--- config.mk ---
export PLATFORM = sky130hd
export DESIGN_NAME = sram_like_responder_flat
export DESIGN_NICKNAME = d
export VERILOG_FILES = /design/src/rtl/sram_like_responder_if.sv /design/src/rtl/sram_like_responder.sv /design/src/flat_wrapper.sv
export SDC_FILE = /design/constraint.sdc
export NUM_CORES = 1
export LEC_CHECK = 0
export ABC_AREA = 0
export ABC_CLOCK_PERIOD_IN_PS = 5800
export BUFFER_PORTS_ARGS = -buffer_cell sky130_fd_sc_hd__buf_2
export CAP_MARGIN = 20
export CORE_MARGIN = 5
export CORE_UTILIZATION = 50
export DETAILED_ROUTE_END_ITERATION = 12
export PLACE_DENSITY = 0.8
export SLEW_MARGIN = 20
export SYNTH_ARGS = -nofsm -noshare
export SYNTH_HDL_FRONTEND = slang
export SYNTH_SLANG_ARGS = --single-unit
--- constraint.sdc ---
create_clock -name clk -period 5.8 [get_ports clk]
set_input_delay 0.58 -clock clk [delete_from_list [all_inputs] [get_ports clk]]
set_output_delay 0.58 -clock clk [all_outputs]
set_load 0.01 [all_outputs]
--- src/rtl/sram_like_responder_if.sv ---
// Purpose: sram-like request/response bus between a master (IF/MEM stage) and a responder.
// Latency: n/a (wires only); addr_ok is combinational in the responder, data_ok/rdata registered.
// Backpressure: master holds request fields until addr_ok; responses cannot be backpressured.
interface sram_like_responder_if;
    logic        req;      // request valid
    logic        wr;       // 1 = write, 0 = read
    logic [1:0]  size;     // 0 byte, 1 half, 2 word (informational)
    logic [3:0]  wstrb;    // byte write enables
    logic [31:0] addr;     // byte address
    logic [31:0] wdata;    // write data
    logic        addr_ok;  // request accepted this cycle
    logic        data_ok;  // response valid this cycle
    logic [31:0] rdata;    // read data (0 for write responses)

    modport master (
        output req, wr, size, wstrb, addr, wdata,
        input  addr_ok, data_ok, rdata
    );

    modport slave (
        input  req, wr, size, wstrb, addr, wdata,
        output addr_ok, data_ok, rdata
    );
endinterface

--- src/rtl/sram_like_responder.sv ---
// Purpose: sram-like bus responder; queues accepted requests in order and issues each to a 1-cycle sync RAM port.
// Latency: accept is combinational; data_ok arrives RESP_DELAY cycles after accept (never earlier than 2).
// Backpressure: addr_ok drops when the queue holds DEPTH entries or hold_req_i=1; hold_resp_i stalls the head.
//
// Ports:
//   clk, reset        clock, synchronous active-high reset
//   bus (slave)       req/wr/size/wstrb/addr/wdata in, addr_ok/data_ok/rdata out
//   hold_req_i        force addr_ok low (busy emulation)
//   hold_resp_i       suppress data_ok; head entry waits
//   ram_*_o           RAM request, valid in the handshake cycle only (ram_en_o / ram_wen_o)
//   ram_rdata_i       RAM read data, valid the cycle after ram_en_o
module sram_like_responder #(
    parameter int DEPTH      = 4,
    parameter int MEM_AW     = 16,
    parameter int RESP_DELAY = 2
) (
    input  logic                  clk,
    input  logic                  reset,
    sram_like_responder_if.slave  bus,
    input  logic                  hold_req_i,
    input  logic                  hold_resp_i,
    output logic                  ram_en_o,
    output logic [3:0]            ram_wen_o,
    output logic [MEM_AW-1:0]     ram_addr_o,
    output logic [31:0]           ram_wdata_o,
    input  logic [31:0]           ram_rdata_i
);

    localparam int PW = (DEPTH > 1) ? $clog2(DEPTH) : 1;
    localparam int CW = $clog2(DEPTH + 1);
    localparam int DW = (RESP_DELAY > 1) ? $clog2(RESP_DELAY) : 1;

    function automatic logic [PW-1:0] next_ptr(input logic [PW-1:0] p);
        return (p == PW'(DEPTH - 1)) ? '0 : p + 1'b1;
    endfunction

    // Queue state, one slot per outstanding request.
    logic [DEPTH-1:0] vld_q;           // slot holds an unanswered request
    logic [DEPTH-1:0] cap_q;           // slot's response data has been captured
    logic [31:0]      data_q [DEPTH];  // captured response data
    logic [DW-1:0]    cnt_q  [DEPTH];  // remaining delay, saturates at 0

    logic [PW-1:0]    wr_ptr_q;
    logic [PW-1:0]    rd_ptr_q;
    logic [CW-1:0]    count_q;

    // The RAM answers one cycle after the handshake; remember which slot it belongs to.
    logic             pend_vld_q;
    logic [PW-1:0]    pend_idx_q;
    logic             pend_wr_q;

    logic             data_ok_q;
    logic [31:0]      rdata_q;

    logic             acc;
    logic [PW-1:0]    cand;
    logic             pend_hit;
    logic [31:0]      cap_val;
    logic             fire;
    logic             unused_ok;

    // Accept: no pop-through, the count only drops after data_ok has been seen.
    assign acc = ~reset & bus.req & ~hold_req_i & (count_q < CW'(DEPTH));

    assign bus.addr_ok = acc;
    assign bus.data_ok = data_ok_q;
    assign bus.rdata   = rdata_q;

    assign ram_en_o    = acc;
    assign ram_wen_o   = (acc & bus.wr) ? bus.wstrb : 4'b0000;
    assign ram_addr_o  = bus.addr[MEM_AW+1:2];
    assign ram_wdata_o = bus.wdata;

    // While data_ok is out, the head is still in the queue (it pops at the end of that
    // cycle), so the next response candidate is the entry behind it. This is what lets
    // back-to-back requests produce back-to-back responses.
    assign cand     = data_ok_q ? next_ptr(rd_ptr_q) : rd_ptr_q;
    assign pend_hit = pend_vld_q & (pend_idx_q == cand);
    assign cap_val  = pend_wr_q ? 32'h0 : ram_rdata_i;

    // cnt <= 1 means the counter reaches 0 at this edge, so data_ok lands exactly
    // RESP_DELAY cycles after accept. Data being captured this very cycle is forwarded.
    assign fire = vld_q[cand]
                & ~(data_ok_q & (cand == rd_ptr_q))
                & (cap_q[cand] | pend_hit)
                & (cnt_q[cand] <= DW'(1))
                & ~hold_resp_i;

    // Size and the aliased/sub-word address bits carry no meaning for this responder.
    assign unused_ok = ^{bus.size, bus.addr};

    always_ff @(posedge clk) begin
        if (reset) begin
            for (int i = 0; i < DEPTH; i++) begin
                data_q[i] <= '0;
                cnt_q[i]  <= '0;
            end
            vld_q      <= '0;
            cap_q      <= '0;
            wr_ptr_q   <= '0;
            rd_ptr_q   <= '0;
            count_q    <= '0;
            pend_vld_q <= 1'b0;
            pend_idx_q <= '0;
            pend_wr_q  <= 1'b0;
            data_ok_q  <= 1'b0;
            rdata_q    <= '0;
        end else begin
            for (int i = 0; i < DEPTH; i++) begin
                if (cnt_q[i] != '0) begin
                    cnt_q[i] <= cnt_q[i] - 1'b1;
                end
            end

            // Capture is unconditional so a later RAM read cannot overwrite this slot's data.
            if (pend_vld_q) begin
                data_q[pend_idx_q] <= cap_val;
                cap_q[pend_idx_q]  <= 1'b1;
            end

            if (data_ok_q) begin
                vld_q[rd_ptr_q] <= 1'b0;
                cap_q[rd_ptr_q] <= 1'b0;
                rd_ptr_q        <= next_ptr(rd_ptr_q);
            end

            if (acc) begin
                vld_q[wr_ptr_q] <= 1'b1;
                cap_q[wr_ptr_q] <= 1'b0;
                cnt_q[wr_ptr_q] <= DW'(RESP_DELAY - 1);
                wr_ptr_q        <= next_ptr(wr_ptr_q);
            end

            pend_vld_q <= acc;
            pend_idx_q <= wr_ptr_q;
            pend_wr_q  <= bus.wr;

            count_q   <= count_q + CW'(acc) - CW'(data_ok_q);
            data_ok_q <= fire;
            if (fire) begin
                rdata_q <= cap_q[cand] ? data_q[cand] : cap_val;
            end
        end
    end

endmodule

--- src/flat_wrapper.sv ---
// flat-port wrapper written by rule: the top's interface ports become plain ports
module sram_like_responder_flat 
#(
    parameter int DEPTH      = 4,
    parameter int MEM_AW     = 16,
    parameter int RESP_DELAY = 2
)
  (clk, reset, hold_req_i, hold_resp_i, ram_en_o, ram_wen_o, ram_addr_o, ram_wdata_o, ram_rdata_i, bus_req, bus_wr, bus_size, bus_wstrb, bus_addr, bus_wdata, bus_addr_ok, bus_data_ok, bus_rdata);
  sram_like_responder_if bus_i ();
  input  logic clk;
  input  logic reset;
  input  logic hold_req_i;
  input  logic hold_resp_i;
  output logic ram_en_o;
  output logic [3:0] ram_wen_o;
  output logic [MEM_AW-1:0] ram_addr_o;
  output logic [31:0] ram_wdata_o;
  input  logic [31:0] ram_rdata_i;
  input wire logic [$bits(bus_i.req)-1:0] bus_req;
  input wire logic [$bits(bus_i.wr)-1:0] bus_wr;
  input wire logic [$bits(bus_i.size)-1:0] bus_size;
  input wire logic [$bits(bus_i.wstrb)-1:0] bus_wstrb;
  input wire logic [$bits(bus_i.addr)-1:0] bus_addr;
  input wire logic [$bits(bus_i.wdata)-1:0] bus_wdata;
  output wire logic [$bits(bus_i.addr_ok)-1:0] bus_addr_ok;
  output wire logic [$bits(bus_i.data_ok)-1:0] bus_data_ok;
  output wire logic [$bits(bus_i.rdata)-1:0] bus_rdata;
  assign bus_i.req = bus_req;
  assign bus_i.wr = bus_wr;
  assign bus_i.size = bus_size;
  assign bus_i.wstrb = bus_wstrb;
  assign bus_i.addr = bus_addr;
  assign bus_i.wdata = bus_wdata;
  assign bus_addr_ok = bus_i.addr_ok;
  assign bus_data_ok = bus_i.data_ok;
  assign bus_rdata = bus_i.rdata;
  sram_like_responder #(.DEPTH(DEPTH), .MEM_AW(MEM_AW), .RESP_DELAY(RESP_DELAY)) u_core (.clk(clk), .reset(reset), .bus(bus_i), .hold_req_i(hold_req_i), .hold_resp_i(hold_resp_i), .ram_en_o(ram_en_o), .ram_wen_o(ram_wen_o), .ram_addr_o(ram_addr_o), .ram_wdata_o(ram_wdata_o), .ram_rdata_i(ram_rdata_i));
endmodule
# == After elaboration in Yosys (flattened, before gate mapping) ==
# Memories as Yosys holds them, arrays and structs flattened.
# Index checks and enable logic that the tools add are counted.
# op_classes
addsub,8
multipliers,0
n_div,0
order_cmp,9
n_eq_ne,4
shifts,0
mux,51
bitwise_logic,26
n_reduce_logical,4
# ops
operator,n
32-bit two-way mux,3
4-bit two-way mux,9
32-bit OR reduction,1
1-bit two-way mux,30
4-bit AND,3
"2-bit by 3-bit less-than comparator with 1-bit output, second input constant",4
1-bit AND,10
2-bit two-way mux,4
4-bit NOT,2
4-bit bitwise OR,2
1-bit demux with 2-bit select,3
"2-bit by 1-bit >= comparator with 1-bit output, second input constant",3
1-bit bitwise OR,5
"2-bit by 1-bit adder with 2-bit output, second input constant",2
1-bit binary-select mux with 2-bit select,2
2-bit == test,2
"2-bit == test, second input constant",2
1-bit NOT,4
"1-bit subtractor, second input constant",4
3-bit by 1-bit adder with 3-bit output,1
1-bit logical AND,3
"3-bit less-than comparator, second input constant",1
3-bit by 1-bit subtractor with 3-bit output,1
"1-bit <= comparator, second input constant",1
# totals
ff_bits,52
latch_bits,0
ram_bits,132
mem_bits_ro,0
in_bits,108
output_inout_bits,87
elab_cells,114
n_memories,2
# memory_table
name,words,width,rd,rd_clocked_by_memory_dff,write_ports,line,source
u_core.data_q,4,32,1,0,4,sram_like_responder.sv:40,logic [31:0] data_q [DEPTH];
u_core.cnt_q,4,1,5,0,5,sram_like_responder.sv:41,logic [DW-1:0] cnt_q [DEPTH];

# == Depth between registers and ports, before layout ==
# logic_depth
word_depth,12
depth_mapped,10
mapped_depth_nobuf,9

# == Worst setup path after synthesis ==
# OpenSTA, ideal clock, no wires.
# synth_path
path_type,in2reg
start,input reset
end,register u_core.count_q[2]
setup_time_ns,0.129
arrival_ns,2.571
t_required_ns,5.671
path_slack_ns,3.100
cell_stages,10
path_buffers,1
cell_sequence,clkbuf_1 nor4b_1 inv_1 ha_1 inv_1 ha_1 inv_1 fa_1 xnor2_1 nor2_1
# synth_via
elab_chain_cells,6
# synth_lines
element,line,source
start: declaration,flat_wrapper.sv:11,input logic reset;
1-bit NOT,sram_like_responder.sv:63,assign acc = ~reset & bus.req & ~hold_req_i & (count_q < CW'(DEPTH));
1-bit AND (3 in a row),sram_like_responder.sv:63,
3-bit by 1-bit adder with 3-bit output,sram_like_responder.sv:138,count_q <= count_q + CW'(acc) - CW'(data_ok_q);
3-bit by 1-bit subtractor with 3-bit output,sram_like_responder.sv:138,
end signal: assignment,sram_like_responder.sv:138,
end: declaration,sram_like_responder.sv:45,logic [CW-1:0] count_q;
# Several ways; a longest one is shown, not always the timed one.
# A chain may end at the register's enable or synchronous reset.

# == Worst setup path after layout ==
# layout_path
start,register u_core.rd_ptr_q[0]
end,"register u_core.rdata_q[31], in the netlist u_core.bus.rdata[31]"
# layout_via
elab_chain_cells,10
word_cells_on_any_way,22
classes_between,1 x add/sub; 1 x order compare; 3 x eq/ne; 7 x mux; 8 x bitwise; 2 x memory
# layout_lines
element,line,source
start: declaration,sram_like_responder.sv:44,logic [PW-1:0] rd_ptr_q;
start signal: assignment,sram_like_responder.sv:124,rd_ptr_q <= next_ptr(rd_ptr_q);
2-bit by 1-bit adder with 2-bit output or 2-bit == test (tied branches),sram_like_responder.sv:34,return (p == PW'(DEPTH - 1)) ? '0 : p + 1'b1;
2-bit two-way mux,sram_like_responder.sv:34,
2-bit two-way mux,sram_like_responder.sv:77,assign cand = data_ok_q ? next_ptr(rd_ptr_q) : rd_ptr_q;
2-bit == test,sram_like_responder.sv:84,& ~(data_ok_q & (cand == rd_ptr_q))
1-bit AND,sram_like_responder.sv:84,
1-bit NOT,sram_like_responder.sv:84,
1-bit AND,sram_like_responder.sv:84,
1-bit AND,sram_like_responder.sv:85,& (cap_q[cand] | pend_hit)
1-bit AND,sram_like_responder.sv:86,& (cnt_q[cand] <= DW'(1))
1-bit AND,sram_like_responder.sv:87,& ~hold_resp_i;
end signal: assignment,sram_like_responder.sv:141,rdata_q <= cap_q[cand] ? data_q[cand] : cap_val;
end: declaration,sram_like_responder.sv:53,logic [31:0] rdata_q;
# Several ways; a longest one is shown, not always the timed one. The select of a mux whose other input is x is not followed.

==> flow_metrics.py <==
metrics = {
    "final_layout": {
        "syn_to_final_growth_pct": 8.45,
        "n_fill_cell": 1457,
        "post-route-util_pct": 55.2,
        "layout-drive-gt1-share_pct": 20.5,
        "n_antenna_cell": 0,
        "final_common_cell": "edfxtp_1",
        "design_area_sq_um": 9550,
        "nets": 969,
        "most-common-layout-cells": "128 x edfxtp_1, 109 x nor2_1, 80 x buf_2, 73 x inv_1, 72 x a21oi_1",
    },
    "sta": {
        "maxSlewViolCount": 0,
        "period_share_pct": 63.4,
        "slew_headroom_pct": 32.9,
        "finalSetupViolCount": 0,
        "rsz0062_at_grt": "false",
        "min_period_ns": 3.67,
        "max_freq_mhz": 272,
        "holdWs_ns": 0.337,
        "hold_viol_final": 0,
        "worst_pin_slew_ns": 1.01,
        "tns_ns": 0,
        "fin_skew_ns": 0.00745,
    },
    "clocking": {
        "cts_sinks": 180,
        "cts_tree": "yes",
        "cts_buffer_depth": 2,
        "post_cts_buffers": 0,
        "htreeDepth": 4,
        "ctsResizeCount": 0,
        "clkLatencyLatePin_ns": 0.43,
        "clk_pin_slew_worst_paths_ns": 0.07,
        "cts-buffers-inserted": 17,
        "cts.hold.buffers_added": 0,
        "clock-root-buffer": "clkbuf_16",
    },
    "yosys": {
        "synth_flop_cell": "edfxtp_1",
        "ys_seq_area_share_pct": 55.5,
        "synth_nets": 972,
        "synth-edff-count": 128,
        "yosys_warnings": 0,
        "ys_ff_latch": 180,
        "synthDistinctLibCells": 55,
        "synthesis.instances": 853,
        "synthesis.area_sq_um": 8810,
        "ys_async_sr_fraction_pct": 0,
        "syn_avg_cell_area_sq_um": 10.3,
    },
    "floorplan": {
        "start_util_pct": 50.9,
        "pin_count": 195,
        "fp.dieH_microns": 143,
        "rows": 48,
        "dieArea_sq_um": 20400,
        "die_x_microns": 143,
        "coreArea_sq_um": 17300,
    },
    "power_and_ir_drop": {
        "cellPowerDensity_nw_per_um2": 283,
        "p_leak_nw": 3.65,
        "ir_drop_uv": 226,
        "finalPower_w": 0.00270,
    },
    "worst_setup_path": {
        "crit_arrival_ns": 3.97,
        "cpMostUsedCell": "nor3_1",
        "path_max_fanout": 33,
        "cp_slowest_stage_delay_ns": 1.05,
        "worstPathRequired_ns": 6.10,
        "endpoint_kind": "flop",
        "cp-start-kind": "flop",
        "crit_chain": "inv_1, ha_1, or4b_2, nand2_1, a2111o_2, o311ai_1, nor3_1, nor3_1",
        "cpMaxStageDelayCell": "or4b_2",
        "critPathKind": "flop to flop",
    },
    "detailed_routing": {
        "ant_nets": 0,
        "wl_per_cell_microns": 19.0,
        "drc": 0,
        "via_per_inst": 5.86,
        "drt-initial-drc-count": 727,
        "drt-pass1-iter-count": 5,
        "vias": 6373,
        "drt-total-wl_microns": 20700,
    },
    "placement": {
        "port_buffers": 80,
        "dpl-instance-area_sq_um": 8990,
        "gp_congestion": 0.819,
        "dp_hpwl_microns": 11700,
    },
    "status": {
        "status": "complete, no violations",
    },
    "global_routing": {
        "grt_pass1_vias": 6061,
        "grt_antenna_before_repair": 2,
        "overflow": 0,
        "grt_pass1_wl_microns": 32500,
        "grt_max_degree": 65,
        "track_usage_pct": 20.5,
    },
    "hold_path": {
        "hold_path.class": "input port to flop",
    },
    "flow_run": {
        "cap_viol_max_count": 0,
    },
}
==> critical path, delay by kind of cell, from the launching register on <==
family                   cells  cell delay [ns]
buffers and inverters        1             0.16
AO/OA/AOI/OAI                2             0.84
flip-flops                   1             0.54
adder cells (fa/ha/maj)      1             0.40
AND/OR/NAND/NOR              4             1.59
==> sequential cells by signal, indices dropped and copies added (netlist names) <==
register	count
u_core.vld_q	4
u_core.pend_idx_q	2
u_core.bus.rdata	32
u_core.bus.data_ok	1
u_core.pend_vld_q	1
u_core.rd_ptr_q	2
u_core.count_q	3
u_core.data_q	128
u_core.cap_q	4
u_core.pend_wr_q	1
u_core.wr_ptr_q	2
==> cell usage after synthesis, types with 6 or more instances <==
cell type,number,area share [%]
nand2_1,71,3.0
o311ai_1,27,2.7
edfxtp_1,128,44
nor3_1,35,2.0
a21oi_1,72,4.1
clkbuf_1,55,2.3
nor3_2,30,3.4
nand3b_1,32,2.7
inv_1,73,3.1
nor2_1,109,4.6
a221oi_1,33,3.3
ha_1,10,1.4
buf_4,50,4.3
buf_2,6,0.34
dfxtp_1,52,12
==> cell families (layout without fill, tap and decap cells) <==
kind of cell	count (synthesis)	after routing	synth area share (%)
buffers and inverters	189	199	10.5
adder cells (fa/ha/maj)	11	11	1.65
flip-flops	180	180	55.5
AND/OR/NAND/NOR	304	304	18.2
XOR/XNOR	3	3	0.298
multiplexers	4	4	0.568
AO/OA/AOI/OAI	162	162	13.3
==> area by class of cell <==
type | instances | area (sq um) | area share, %
clock buffers | 18 | 429 | 4.49
clock inverters | 14 | 133 | 1.39
inverters | 73 | 274 | 2.87
multi-input cells | 484 | 3040 | 31.8
flip-flops and latches | 180 | 4890 | 51.2
well taps | 225 | 282 | 2.95
repair buffers | 94 | 505 | 5.29
==> power breakdown <==
group | switching (W) | total (W) | leakage, nW | internal, W
sequential | 0.0000218 | 0.00144 | 1.75 | 0.00142
combinational | 0.000111 | 0.000163 | 1.63 | 0.0000512
clock | 0.000502 | 0.00110 | 0.272 | 0.000596
==> metal layers <==
layer / up-vias / global-route usage, % / wire, microns / part of all wire (%)
li1: 2973 / - / - / -
met1: 3040 / 26.5 / 8230 / 40
met2: 317 / 33.5 / 10000 / 48
met3: 39 / 4.55 / 1930 / 9.3
met4: 4 / 8.30 / 480 / 2.3
met5: - / 0 / 32 / 0.15
==> per-stage QoR <==
stage / cells / setup WS [ns]
6_report: 1088 / 2.13
5_1_grt: 1088 / 1.90
4_1_cts: 1088 / 2.11
3_5_place_dp: 1056 / 2.13
3_3_place_gp: 1056 / 2.13
2_1_floorplan: 853 / 3.10
==> final timing paths <==
path                                                    start                                 to  slack (ns)  depth (start not counted)
worst min register to register     u_core.vld_q[3]$_SDFF_PP0_         u_core.vld_q[3]$_SDFF_PP0_        0.48                          1
worst min-delay path                               hold_req_i       u_core.pend_vld_q$_SDFF_PP0_        0.34                          2
worst max-delay path            u_core.rd_ptr_q[0]$_SDFF_PP0_  u_core.bus.rdata[31]$_SDFFE_PP0P_        2.13                          8
worst max register to register  u_core.rd_ptr_q[0]$_SDFF_PP0_  u_core.bus.rdata[31]$_SDFFE_PP0P_        2.13                          8
(Power assumes the default switching activity.)
